==> config.mk <==
export PLATFORM = sky130hd
export DESIGN_NAME = sram_port_arbiter
export DESIGN_NICKNAME = d
export VERILOG_FILES = /design/src/rtl/sram_port_arbiter.sv
export SDC_FILE = /design/constraint.sdc
export NUM_CORES = 1
export LEC_CHECK = 0
export BUFFER_PORTS_ARGS = -buffer_cell sky130_fd_sc_hd__buf_4
export CORE_MARGIN = 3
export CORE_UTILIZATION = 49
export CTS_BUF_LIST = sky130_fd_sc_hd__clkbuf_4
export DETAILED_ROUTE_END_ITERATION = 6
export PLACE_DENSITY = 0.83
export RECOVER_POWER = 100
export SYNTH_ARGS = -nofsm -noshare
export SYNTH_HDL_FRONTEND = slang
export SYNTH_SLANG_ARGS = --single-unit
==> constraint.sdc <==
create_clock -name clk -period 2.51 [get_ports clk]
set_input_delay 0.251 -clock clk [delete_from_list [all_inputs] [get_ports clk]]
set_output_delay 0.251 -clock clk [all_outputs]
set_load 0.01 [all_outputs]
==> src/rtl/sram_port_arbiter.sv <==
// sram_port_arbiter: round-robin sharing of one SRAM port across NUM_REQ requesters,
// one outstanding transaction at a time with a per-transaction timeout.
module sram_port_arbiter #(
  parameter int NUM_REQ  = 3,
  parameter int WIDTH    = 32,
  parameter int ADDR_BIT = 15,
  parameter int TIMEOUT  = 64
) (
  input  logic                         clk,
  input  logic                         rst_b,
  input  logic [NUM_REQ-1:0]           m_req,
  input  logic [NUM_REQ-1:0]           m_r0w1,
  input  logic [NUM_REQ*ADDR_BIT-1:0]  m_addr,
  input  logic [NUM_REQ*WIDTH-1:0]     m_wdata,
  output logic [NUM_REQ-1:0]           m_ack,
  output logic [NUM_REQ-1:0]           m_err,
  output logic [WIDTH-1:0]             m_rdata,
  output logic                         s_req,
  output logic                         s_r0w1,
  output logic [ADDR_BIT-1:0]          s_addr,
  output logic [WIDTH-1:0]             s_wdata,
  input  logic                         s_ack,
  input  logic [WIDTH-1:0]             s_rdata,
  output logic [NUM_REQ-1:0]           grant,
  output logic                         busy,
  output logic [15:0]                  xfer_cnt
);
  localparam int IW = $clog2(NUM_REQ);
  localparam int TW = $clog2(TIMEOUT);
  typedef enum logic [1:0] {IDLE, WAIT, DONE} state_t;
  state_t        state;
  logic [IW-1:0] ptr, g, pick;
  logic [TW-1:0] timer;
  // descending scan so the last hit is the nearest requester at or after ptr
  always_comb begin
    pick = '0;
    for (int k = NUM_REQ - 1; k >= 0; k--) begin
      if (m_req[IW'((int'(ptr) + k) % NUM_REQ)]) pick = IW'((int'(ptr) + k) % NUM_REQ);
    end
  end
  always_ff @(posedge clk or negedge rst_b) begin
    if (!rst_b) begin
      state    <= IDLE;
      ptr      <= '0;
      g        <= '0;
      timer    <= '0;
      m_ack    <= '0;
      m_err    <= '0;
      m_rdata  <= '0;
      s_req    <= 1'b0;
      s_r0w1   <= 1'b0;
      s_addr   <= '0;
      s_wdata  <= '0;
      grant    <= '0;
      busy     <= 1'b0;
      xfer_cnt <= '0;
    end else begin
      case (state)
        IDLE: if (|m_req) begin
          g       <= pick;
          s_r0w1  <= m_r0w1[pick];
          s_addr  <= m_addr[pick*ADDR_BIT +: ADDR_BIT];
          s_wdata <= m_wdata[pick*WIDTH +: WIDTH];
          s_req   <= 1'b1;
          grant   <= NUM_REQ'(1) << pick;
          timer   <= '0;
          busy    <= 1'b1;
          state   <= WAIT;
        end
        WAIT: if (s_ack || timer == TW'(TIMEOUT - 1)) begin
          s_req    <= 1'b0;
          m_ack    <= grant;
          m_err    <= s_ack ? '0 : grant;
          m_rdata  <= s_ack ? s_rdata : '0;
          ptr      <= (g == IW'(NUM_REQ - 1)) ? '0 : g + 1'b1;
          xfer_cnt <= xfer_cnt + 16'd1;
          state    <= DONE;
        end else begin
          timer <= timer + 1'b1;
        end
        default: begin
          m_ack <= '0;
          m_err <= '0;
          grant <= '0;
          busy  <= 1'b0;
          state <= IDLE;
        end
      endcase
    end
  end
endmodule
Yosys cells after proc, flatten, opt, wreduce, memory -nomap -nowiden
Index checks and enable logic that the tools add are counted.
{"block": "totals", "reg_bits": 119, "in_bits": 182, "output_inout_bits": 107, "elab_cells": 82}
{"block": "classes", "addsub": 5, "n_mul": 1, "div_mod_pow": 3, "order_cmp": 4, "n_eq_ne": 6, "shifts": 3, "mux": 33, "bitwise": 2, "reduce_logical": 11}
{"operator": "indexed part select 96 x 8 -> 32 bit", "n": 1}
{"operator": "modulo 32 x 3 -> 32 bit (second input constant)", "n": 2}
{"operator": "indexed part select 45 x 7 -> 15 bit", "n": 1}
{"operator": "modulo 3 x 3 -> 32 bit (second input constant)", "n": 1}
{"operator": "2-to-1 mux 32 bit", "n": 1}
{"operator": "one-hot mux 3 bit (2 select lines)", "n": 3}
{"operator": "adder 16 x 1 -> 16 bit (second input constant)", "n": 1}
{"operator": "less-than comparator 2 x 4 -> 1 bit (second input constant)", "n": 3}
{"operator": "2-to-1 mux 2 bit", "n": 6}
{"operator": "2-to-1 mux 3 bit", "n": 4}
{"operator": "2-to-1 mux 6 bit", "n": 2}
{"operator": "one-hot mux 6 bit (2 select lines)", "n": 1}
{"operator": "AND reduction 2 bit", "n": 5}
{"operator": "2-to-1 mux 1 bit", "n": 9}
{"operator": "binary-select mux 1 bit (select 2 bit)", "n": 4}
{"operator": "adder 6 x 1 -> 6 bit (second input constant)", "n": 1}
{"operator": "equality test 6 bit (second input constant)", "n": 1}
{"operator": "multiplier 2 x 4 -> 6 bit (second input constant)", "n": 1}
{"operator": "inequality test 2 bit (second input constant)", "n": 3}
{"operator": "AND reduction 3 bit", "n": 2}
{"operator": "one-hot mux 1 bit (2 select lines)", "n": 2}
{"operator": "one-hot mux 2 bit (2 select lines)", "n": 1}
{"operator": "adder 2 x 1 -> 3 bit (second input constant)", "n": 1}
{"operator": "adder 2 x 2 -> 3 bit (second input constant)", "n": 1}
{"operator": "other kinds (10)", "n": 11}

Logic depth before layout (Yosys ltp)
Gate-level depths: netlist of the first run.
{"block": "logic_depth", "depth_word": 11, "ltp_mapped": 11, "ltp_nobuf": 7}

Worst setup path after synthesis of the first run
No wires, ideal clock.
{"block": "synth_timing", "kind": "register -> register", "from": "reg ptr[0]", "to": "reg s_wdata[10]", "setup_time_ns": 0.069, "arrival_ns": 1.973, "t_required_ns": 2.441, "setup_slack_ns": 0.468, "path_stages_with_launch": 12, "n_path_buf": 4, "synth_period_minus_slack_ns": 2.042, "cell_sequence": "dfrtp_1 > inv_1 > ha_1 > buf_2 > and3b_1 > buf_2 > o21bai_2 > a31oi_4 > buf_4 > buf_2 > o2111ai_1 > nand3_1"}
{"block": "synth_between", "elab_chain_len": 9, "elab_cells_between_ends": 18, "cone_classes": "add/sub (2); div (3); shift (1); mux (12)"}
{"element": "start: declaration", "line_no": "32", "source": "logic [IW-1:0] ptr, g, pick;"}
{"element": "start signal: assignment", "line_no": "75", "source": "ptr <= (g == IW'(NUM_REQ - 1)) ? '0 : g + 1'b1;"}
{"element": "adder 2 x 2 -> 3 bit", "line_no": "38", "source": "if (m_req[IW'((int'(ptr) + k) % NUM_REQ)]) pick = IW'((int'(ptr) + k) % NUM_REQ);"}
{"element": "modulo 32 x 3 -> 32 bit", "line_no": "38"}
{"element": "binary-select mux 1 bit (select 2 bit)", "line_no": "38"}
{"element": "2-to-1 mux 1 bit (not written as such) (2 in a row)", "line_no": "38"}
{"element": "2-to-1 mux 2 bit (2 in a row)", "line_no": "38"}
{"element": "2-to-1 mux 2 bit *", "line_no": "38"}
{"element": "indexed part select 96 x 8 -> 32 bit *", "line_no": "63", "source": "s_wdata <= m_wdata[pick*WIDTH +: WIDTH];"}
{"element": "end signal: assignment", "line_no": "63"}
{"element": "end: declaration", "line_no": "21", "source": "output logic [WIDTH-1:0] s_wdata,"}
Every way passes the cells marked *; elsewhere a longest branch is shown, timed or not. The select of a mux whose other input is x is not followed.
A chain may end at the register's enable or synchronous reset.

Final worst setup path of the first run
{"block": "layout_timing", "from": "reg state[1]", "to": "reg s_wdata[5]"}
{"block": "layout_between", "elab_chain_len": 2}
{"element": "start: declaration", "line_no": "31", "source": "state_t state;"}
{"element": "start signal: assignment", "line_no": "43", "source": "state <= IDLE;"}
{"element": "start signal: assignment", "line_no": "68", "source": "state <= WAIT;"}
{"element": "start signal: assignment", "line_no": "77", "source": "state <= DONE;"}
{"element": "logical NOT 2 bit", "line_no": "58", "source": "case (state)"}
{"element": "AND reduction 2 bit (no line)"}
No other way between the ends.

==> results of run 1 <==
## layer usage
layer	vias to the layer above	GRT usage	part of all wire
li1	3096	-	-
met1	3326	0.365	0.38
met2	412	0.503	0.49
met3	60	0.0878	0.091
met4	0	0.123	0.035
met5	-	0	0
## stage by stage
step | setup slack, ps | area, um^2 | util | std cells | total power, mW
2_1_floorplan | 468 | 6260 | - | 645 | 6.41
3_3_place_gp | 363 | 8520 | 0.695 | 1046 | 8.43
3_5_place_dp | 173 | 8520 | 0.695 | 1046 | 8.64
4_1_cts | 137 | 9430 | 0.769 | 1144 | 9.99
5_1_grt | 14.5 | 9050 | 0.738 | 1150 | 10.1
6_report | 159 | 9050 | 0.738 | 1150 | 9.48
## cell families (layout without fill, tap and decap cells)
family                     after synthesis  after routing  synth area share
and+or+nand+nor                        262            262             0.211
AOI/OAI and AO/OA                      158            158             0.214
DFF                                    119            119             0.475
buffers and inverters                   80            416            0.0587
xor gates and xnor gates                17             17            0.0238
adders and majority gates                5              5           0.00999
muxes                                    4              4           0.00679
other                                    0              1                 0
## sequential cells by signal, indices dropped and copies added, names as in the netlist
signal / count
s_req: 1
g: 2
s_addr: 15
timer: 6
xfer_cnt: 16
busy: 1
m_rdata: 32
m_ack: 3
s_wdata: 32
grant: 3
m_err: 3
s_r0w1: 1
ptr: 2
state: 2
## cells in the final DEF (no fill, tap or decap), types with 3 or more instances in the layout
cell type and n:
clkinvlp_4 5, xnor2_1 11, buf_4 192, ha_1 5, o2111ai_1 48, clkbuf_2 4, and3_1 3, clkbuf_1 107
nand4_1 7, dlygate4sd3_1 67, a22o_1 38, nor2_1 10, nor3_1 4, buf_12 5, o21ai_0 8, a2bb2oi_1 48
inv_6 5, inv_1 7, a21oi_1 5, xor2_1 6, dfrtp_1 119, nand3_1 59, clkbuf_4 20, or4_1 49
nand2_1 112
## worst max path at each step
stage                   to  cells after the start  slack (ps)     start
2_1_floorplan  s_wdata[10]                     11         470    ptr[0]
3_3_place_gp   s_wdata[19]                      8         360    ptr[1]
3_5_place_dp    s_addr[12]                      8         170    ptr[1]
4_1_cts         s_addr[12]                      8         140    ptr[1]
5_1_grt        s_wdata[30]                      7          10    ptr[1]
6_report        s_wdata[5]                      6         160  state[1]
## report_power, final
part | total [mW] | internal (mW) | switching [mW]
Combinational | 4.91 | 2.02 | 2.89
Clock | 1.26 | 0.429 | 0.835
Sequential | 3.31 | 2.72 | 0.586
Total | 9.48 | 5.17 | 4.31
## worst max-delay path, stage by stage (launching register included)
cell     delay [ps]
dfrtp_1         430
inv_1           150
and3_2          790
buf_4           350
nand2_1          60
or4_1           400
nand3_1          90
## cell type report
class                           count  area [um^2]
Antenna cell                        1         2.50
Inverter                            7         26.3
Clock buffer                       18          135
Sequential cell                   119         2980
Multi-Input combinational cell    446         2930
Clock inverter                     14          118
Timing Repair Buffer              377         2650
Fill cell                         966         3210
Tap cell                          168          210
## repair_timing
item	in CTS	in global routing
endpoints found under the setup margin	0	24
hold buffers	66	1
endpoints found under the hold margin	104	1
buffers inserted	0	4
==> results.ini, run 1 <==
[timing]
setup_violations=0
fin_crit_ps=2350
rsz0062_at_grt=no
whs_ps=40.1
slew_headroom=0.351
hold_viol=0
slew_viol_final=0
max_freq_ghz=0.425
fin_crit_sh=0.937
fin_setup_tns_ps=0
finClkSkew_ps=20.5
worst_pin_slew_ps=973

[synthesis]
seq_area_frac_synth=0.475
syn_area_per_cell_um2=9.71
yosysWarnings=0
synthArstFlopShare=1.00
post_synth_instance_area_mm2=0.00626
syn_nets=832
synth_flop_cell=dfrtp_1
postSynthCellCount=645
yosysTopAreaCellShare=0.475
ys_top_cells_by_area=dfrtp_1 48%, nand2_1 6.8%, a2bb2oi_1 6.7%
ys_types=45
yosysMostFrequentCell=dfrtp_1
synth_common_cells=119 x dfrtp_1, 113 x nand2_1, 60 x nand3_1
synth_edf_count=0
synth_top_area_cell=dfrtp_1
ys_seq_elements=119

[cts]
insertion_delay_ps=520
cts-root-buf=clkbuf_4
cts-resized-gates=0
clockBufferDepth=2
tritoncts=done
clk_pin_slew_ps=140
clock_sinks=119
cts_buffers=17
cts_htree_levels=4

[floorplanning]
ios=289
dieHeight_um=119
start_util=0.511
design.die.area_mm2=0.0142
core_mm2=0.0123
rows=40
die_width_um=119

[routing]
vias=6894
wl_um=22200
routedWlPerCell_um=19.3
first_pass_iters=5
viasPerCell=5.99
drt-initial-drc-count=651
ant_nets=0
drc=0

[critical_path]
regToRegEndpoint=s_wdata[5]
setup.worst_path.end_class=flip-flop
worst-path-max-fanout=41
r2r-start=state[1]
cp.required_ps=2950
crit_arrival_ps=2790
path_class=reg2reg
reg2reg_setup_slack_ps=160
rr_worst_depth=6
start_kind=flip-flop

[hold_path]
holdPathStages=3
min_to=s_wdata[25]
hold_class=in2reg
hp-start=m_wdata[57]

[power_and_ir_drop]
ir_drop_uv=550
powerDensity_mw_per_mm2=1050
leakage_nw=4.04

[finish]
nets=1155
final_layout_size_suffix_gt1_frac=0.251
syn_to_final_growth_pct=44.4

[placed_design]
dp_hpwl_um=14500
numPortBuffers=288
place_congestion=0.949

[flow_run]
drv_cap=0

[global_routing]
grt_usage=0.301
grt_max_degree=70
grt_pass1_wl_um=35000
grt_pass1_vias=6841
grt-ovfl-total=0
antenna_found_initial=1

[status]
status=complete, no violations

Note: power is estimated with default switching activity, not from simulation.
==> run 2: changes to the inputs <==
--- a/config.mk
+++ b/config.mk
@@ -7,10 +7,10 @@
 export LEC_CHECK = 0
 export BUFFER_PORTS_ARGS = -buffer_cell sky130_fd_sc_hd__buf_4
 export CORE_MARGIN = 3
-export CORE_UTILIZATION = 49
+export CORE_UTILIZATION = 50
 export CTS_BUF_LIST = sky130_fd_sc_hd__clkbuf_4
 export DETAILED_ROUTE_END_ITERATION = 6
-export PLACE_DENSITY = 0.83
+export PLACE_DENSITY = 0.85
 export RECOVER_POWER = 100
 export SYNTH_ARGS = -nofsm -noshare
 export SYNTH_HDL_FRONTEND = slang
==> constraint.sdc (replaced) <==
create_clock -name clk -period 2.8 [get_ports clk]
set_input_delay 0.7 -clock clk [delete_from_list [all_inputs] [get_ports clk]]
set_output_delay 0.7 -clock clk [all_outputs]
set_load 0.01 [all_outputs]
==> run 2 against run 1 <==
  * Setup slack gained 20 ps
  * Wire length shrank 8.3%
  * Final cell count shrank 6.8%
  * Core utilization shrank 4.7 points
  * Non-clock buffer count shrank 77
  * Register-to-register slack gained 120 ps
  * Critical path depth is the same
  * Clock-buffer cell count is the same
  * Critical endpoint is now s_wdata[7]
  * Highest routed layer unchanged
==> results.ini, run 2 (synthesized netlist as in run 1, its figures left out) <==
[power_and_ir_drop]
leakage_nw=3.75
clock_power_share=0.170
total_power_mw=8.62
powerDensity_mw_per_mm2=1030
p_int_mw=4.92
swShare=0.429
p_seq_frac=0.343
comb_power_share=0.487
ir_drop_uv=419
power.switching_mw=3.70

[critical_path]
worstSetupEndpoint=s_wdata[7]
worst-path-max-fanout=36
start_kind=input pin
startpoint=m_req[2]
setup.worst_path.end_class=flip-flop
cp.required_ps=3240
regToRegEndpoint=s_wdata[7]
crit_arrival_ps=3060
path_class=in2reg
r2r-start=state[1]
rr_worst_depth=5
reg2reg_setup_slack_ps=280

[flow_run]
drv_cap=0

[floorplanning]
ios=289
dieHeight_um=118
die_width_um=118
core_mm2=0.0121
design.die.area_mm2=0.0139
start_util=0.517
rows=40

[timing]
worst_pin_slew_ps=1370
rsz0062_at_grt=no
slew_viol_final=0
fin_crit_ps=2620
fin_crit_sh=0.936
setup_violations=0
finClkSkew_ps=19.5
slew_headroom=0.0838
max_freq_ghz=0.382
fin_setup_tns_ps=0
hold_viol=0

[cts]
insertion_delay_ps=520
cts.hold.buffers_added=0
postCtsSetupBuffers=0
clockBufferDepth=2
cts_buffers=17
cts-root-buf=clkbuf_4
cts-resized-gates=0
cts_htree_levels=4
clk_pin_slew_ps=120
clock_sinks=119
tritoncts=done

[placed_design]
numPortBuffers=288
dp_hpwl_um=14300
placed_cells_incl_taps=1040
placed_area_mm2=0.00849
place_congestion=0.877

[finish]
final_layout_size_suffix_gt1_frac=0.254
final_cell_mix=181 x buf_4, 119 x dfrtp_1, 112 x nand2_1, 110 x clkbuf_1, 60 x nand3_1
register_area_mm2=0.00298
multi_input_area_mm2=0.00293
syn_to_final_growth_pct=33.6
fillers=1041
instances_no_fill=1072
finalInstanceArea_mm2=0.00837
top_regs=m_rdata: 32 flops, s_wdata: 32 flops, xfer_cnt: 16 flops
final_common_cell=buf_4
utilization=0.691
nets=1078

[routing]
routedWlPerCell_um=19.0
wl_um=20400
drt-initial-drc-count=480
drc=0
first_pass_iters=5
vias=6528
viasPerCell=6.09
ant_nets=0

[global_routing]
grt_usage=0.283
antenna_found_initial=1
grt-ovfl-total=0
grt_pass1_wl_um=31800
grt_max_degree=99
grt_pass1_vias=6312

[hold_path]
hold_class=in2reg

[status]
status=complete, no violations

[run 2: changes by cell type in the layout (fill, tap and decap cells not counted), moves of 3 or more]
cell | before | now
dlygate4sd3_1 | 67 | 0
buf_4 | 192 | 181
clkbuf_1 | 107 | 110
bufinv_16 | 0 | 5
inv_6 | 5 | 0
[run 2: cell type report]
class	instances	share of cell area
tap	168	0.0251
timing repair buffer	300	0.225
clock buffer	18	0.0161
sequential	119	0.356
multi-input combinational	446	0.350
clock inverter	13	0.0245
antenna	1	0.000299
inverter	7	0.00314
[run 2: worst min path at each step]
stage,depth (start not counted),from,slack (ps),endpoint
3_5_place_dp,1,m_rdata[16],490,m_rdata[16]
3_3_place_gp,1,xfer_cnt[15],460,xfer_cnt[15]
5_1_grt,2,s_rdata[14],320,m_rdata[14]
4_1_cts,1,rst_b,220,xfer_cnt[6]
6_report,2,s_rdata[14],390,m_rdata[14]
2_1_floorplan,0,rst_b,400,busy
[run 2: per-stage QoR]
step	setup WS (ps)	hold slack [ps]
floorplan	651	404
global placement	464	465
detailed placement	348	492
CTS	385	219
global route	106	322
finish	179	390
[run 2: layer usage]
layer  wire, um  vias to the layer above  global-route usage
li1           -                     2944                   -
met1       7820                     3157               0.347
met2       9890                      374               0.461
met3       1980                       53              0.0851
met4        678                        0               0.127
met5          0                        -                   0
[run 2: power by group through the flow]
stage / Combinational [mW] / Clock [mW] / Sequential [mW]
4_1_cts: 4.76 / 1.49 / 2.96
5_1_grt: 4.60 / 1.59 / 3.03
3_5_place_dp: 4.74 / 0 / 2.99
2_1_floorplan: 2.58 / 0 / 3.17
3_3_place_gp: 4.59 / 0 / 2.96
6_report: 4.20 / 1.47 / 2.95
[run 2: critical path: stages]
cell and delay [ps]:
clkbuf_1 130, or3_1 450, nand3_1 670, clkbuf_2 790, a2bb2oi_1 150, nand3_1 140
==> run 3: changes to the inputs <==
--- a/config.mk
+++ b/config.mk
@@ -7,10 +7,10 @@
 export LEC_CHECK = 0
 export BUFFER_PORTS_ARGS = -buffer_cell sky130_fd_sc_hd__buf_4
 export CORE_MARGIN = 3
-export CORE_UTILIZATION = 50
+export CORE_UTILIZATION = 49
 export CTS_BUF_LIST = sky130_fd_sc_hd__clkbuf_4
 export DETAILED_ROUTE_END_ITERATION = 6
-export PLACE_DENSITY = 0.85
+export PLACE_DENSITY = 0.83
 export RECOVER_POWER = 100
 export SYNTH_ARGS = -nofsm -noshare
 export SYNTH_HDL_FRONTEND = slang
==> constraint.sdc (replaced) <==
create_clock -name clk -period 2.6 [get_ports clk]
set_input_delay 0.65 -clock clk [delete_from_list [all_inputs] [get_ports clk]]
set_output_delay 0.65 -clock clk [all_outputs]
set_load 0.01 [all_outputs]
==> run 3 against run 2 <==
  * The run now ends with capacitance limit, slew limit left
  * Die area rose by 1.9%
  * Register-to-register slack got worse by 50 ps
  * Global-route usage fell by 0.52 points
  * Clock power rose by 17%
  * Critical path type is now reg2reg
  * Largest cell class unchanged
  * Largest power group unchanged
==> results.ini, run 3 (synthesized netlist as in run 1, its figures left out) <==
[global_routing]
antenna_found_initial=1
grt_pass1_wl_um=31900
grt_usage=0.278
grt_pass1_vias=6225
grt_max_degree=98
grt-ovfl-total=0

[timing]
timing.final.ws_setup_ps=226
fin_crit_sh=0.913
rsz0062_at_grt=no
setup_violations=0
worst_pin_slew_ps=2280
finClkSkew_ps=11.6
whs_ps=335
fin_setup_tns_ps=0
slew_viol_final=41
hold_viol=0
fin_crit_ps=2370
max_freq_ghz=0.421
slew_headroom=-0.521

[critical_path]
setup.worst_path.end_class=flip-flop
regToRegEndpoint=grant[0]
worst-path-max-fanout=74
slowest_delay_ps=590
reg2reg_setup_slack_ps=230
crit_buf_inv=2
crit_arrival_ps=2810
cp_slowest_cell=buf_4
cp.required_ps=3040
path_cells=inv_1 > ha_1 > mux2i_1 > o21a_1 > nand2_2 > buf_4 > nand2_1 > o21ai_0
r2r-start=ptr[1]
rr_worst_depth=8
start_kind=flip-flop
crit_family=buffers and inverters
path_class=reg2reg

[hold_path]
holdPathStages=2
hp-start=s_rdata[6]
hold_class=in2reg
min_to=m_rdata[6]

[placed_design]
numPortBuffers=288
dp_hpwl_um=14300
place_congestion=0.878
post-place-ws_ps=296

[finish]
final_cell_mix=182 x buf_4, 119 x dfrtp_1, 112 x nand2_1, 110 x clkbuf_1, 59 x nand3_1
top_regs=m_rdata: 32 flops, s_wdata: 32 flops, xfer_cnt: 16 flops
nets=1081
fillers=1035
utilization=0.690
syn_to_final_growth_pct=35.0
final_common_cell=buf_4
final_layout_size_suffix_gt1_frac=0.258

[power_and_ir_drop]
leakage_nw=3.78
ir_drop_uv=461
powerDensity_mw_per_mm2=1120
total_power_mw=9.45

[routing]
vias=6384
routedWlPerCell_um=18.8
ant_nets=0
drt-initial-drc-count=555
drc=0
viasPerCell=5.93
first_pass_iters=5
wl_um=20200

[cts]
insertion_delay_ps=530
cts-root-buf=clkbuf_4
postCtsSetupBuffers=0
cts_htree_levels=4
clock_sinks=119
clockBufferDepth=2
clk_pin_slew_ps=110
cts.hold.buffers_added=0
tritoncts=done
cts_buffers=17
cts-resized-gates=0

[status]
status=complete, but fails checks
violations=capacitance limit, slew limit

[floorplanning]
dieHeight_um=119
design.die.area_mm2=0.0142
die_width_um=119
rows=40
core_mm2=0.0123
start_util=0.511
ios=289

[flow_run]
drv_cap=1

[run 3: cell types whose count changed in the layout (fill, tap and decap cells not counted), sizes merged]
cell | previous run | this run
inv | 7 | 10
clkinvlp | 3 | 2
clkinv | 5 | 4
clkbuf | 132 | 131
buf | 186 | 189
bufinv | 5 | 6
[run 3: layout make-up]
type                            instances  area [um^2]  share of cell area
Sequential cell                       119         2980               0.352
Inverter                                7         26.3             0.00311
Antenna cell                            1         2.50            0.000296
Clock buffer                           17          128              0.0151
Tap cell                              168          210              0.0248
Multi-Input combinational cell        446         2930               0.346
Clock inverter                         15          248              0.0293
Timing Repair Buffer                  303         1940               0.229
[run 3: how the worst max path moves through the flow]
stage,depth (start not counted),to,slack (ps),from
finish,8,grant[0],230,ptr[1]
global route,8,grant[0],30,ptr[1]
CTS,8,grant[0],280,ptr[1]
detailed placement,8,grant[0],300,ptr[1]
global placement,7,s_wdata[19],390,m_req[0]
floorplan,8,s_addr[10],500,m_req[2]
[run 3: where the power goes]
part / internal, mW / switching [mW]
clock network: 0.963 / 0.757
registers: 2.63 / 0.532
logic: 1.86 / 2.71
[run 3: stage by stage]
stage | instances | area (um^2)
final | 1076 | 8460
after global routing | 1076 | 8460
after CTS | 1075 | 8880
after detailed placement | 1043 | 8510
after global placement | 1043 | 8510
after floorplan | 645 | 6260
[run 3: layer usage]
layer / routed length (um) / up-vias / track usage / share of wire
met5: 0 / - / 0 / 0
met2: 9740 / 342 / 0.451 / 0.48
met1: 8000 / 3045 / 0.341 / 0.40
met3: 1780 / 49 / 0.0864 / 0.088
met4: 702 / 0 / 0.119 / 0.035
li1: - / 2948 / - / -
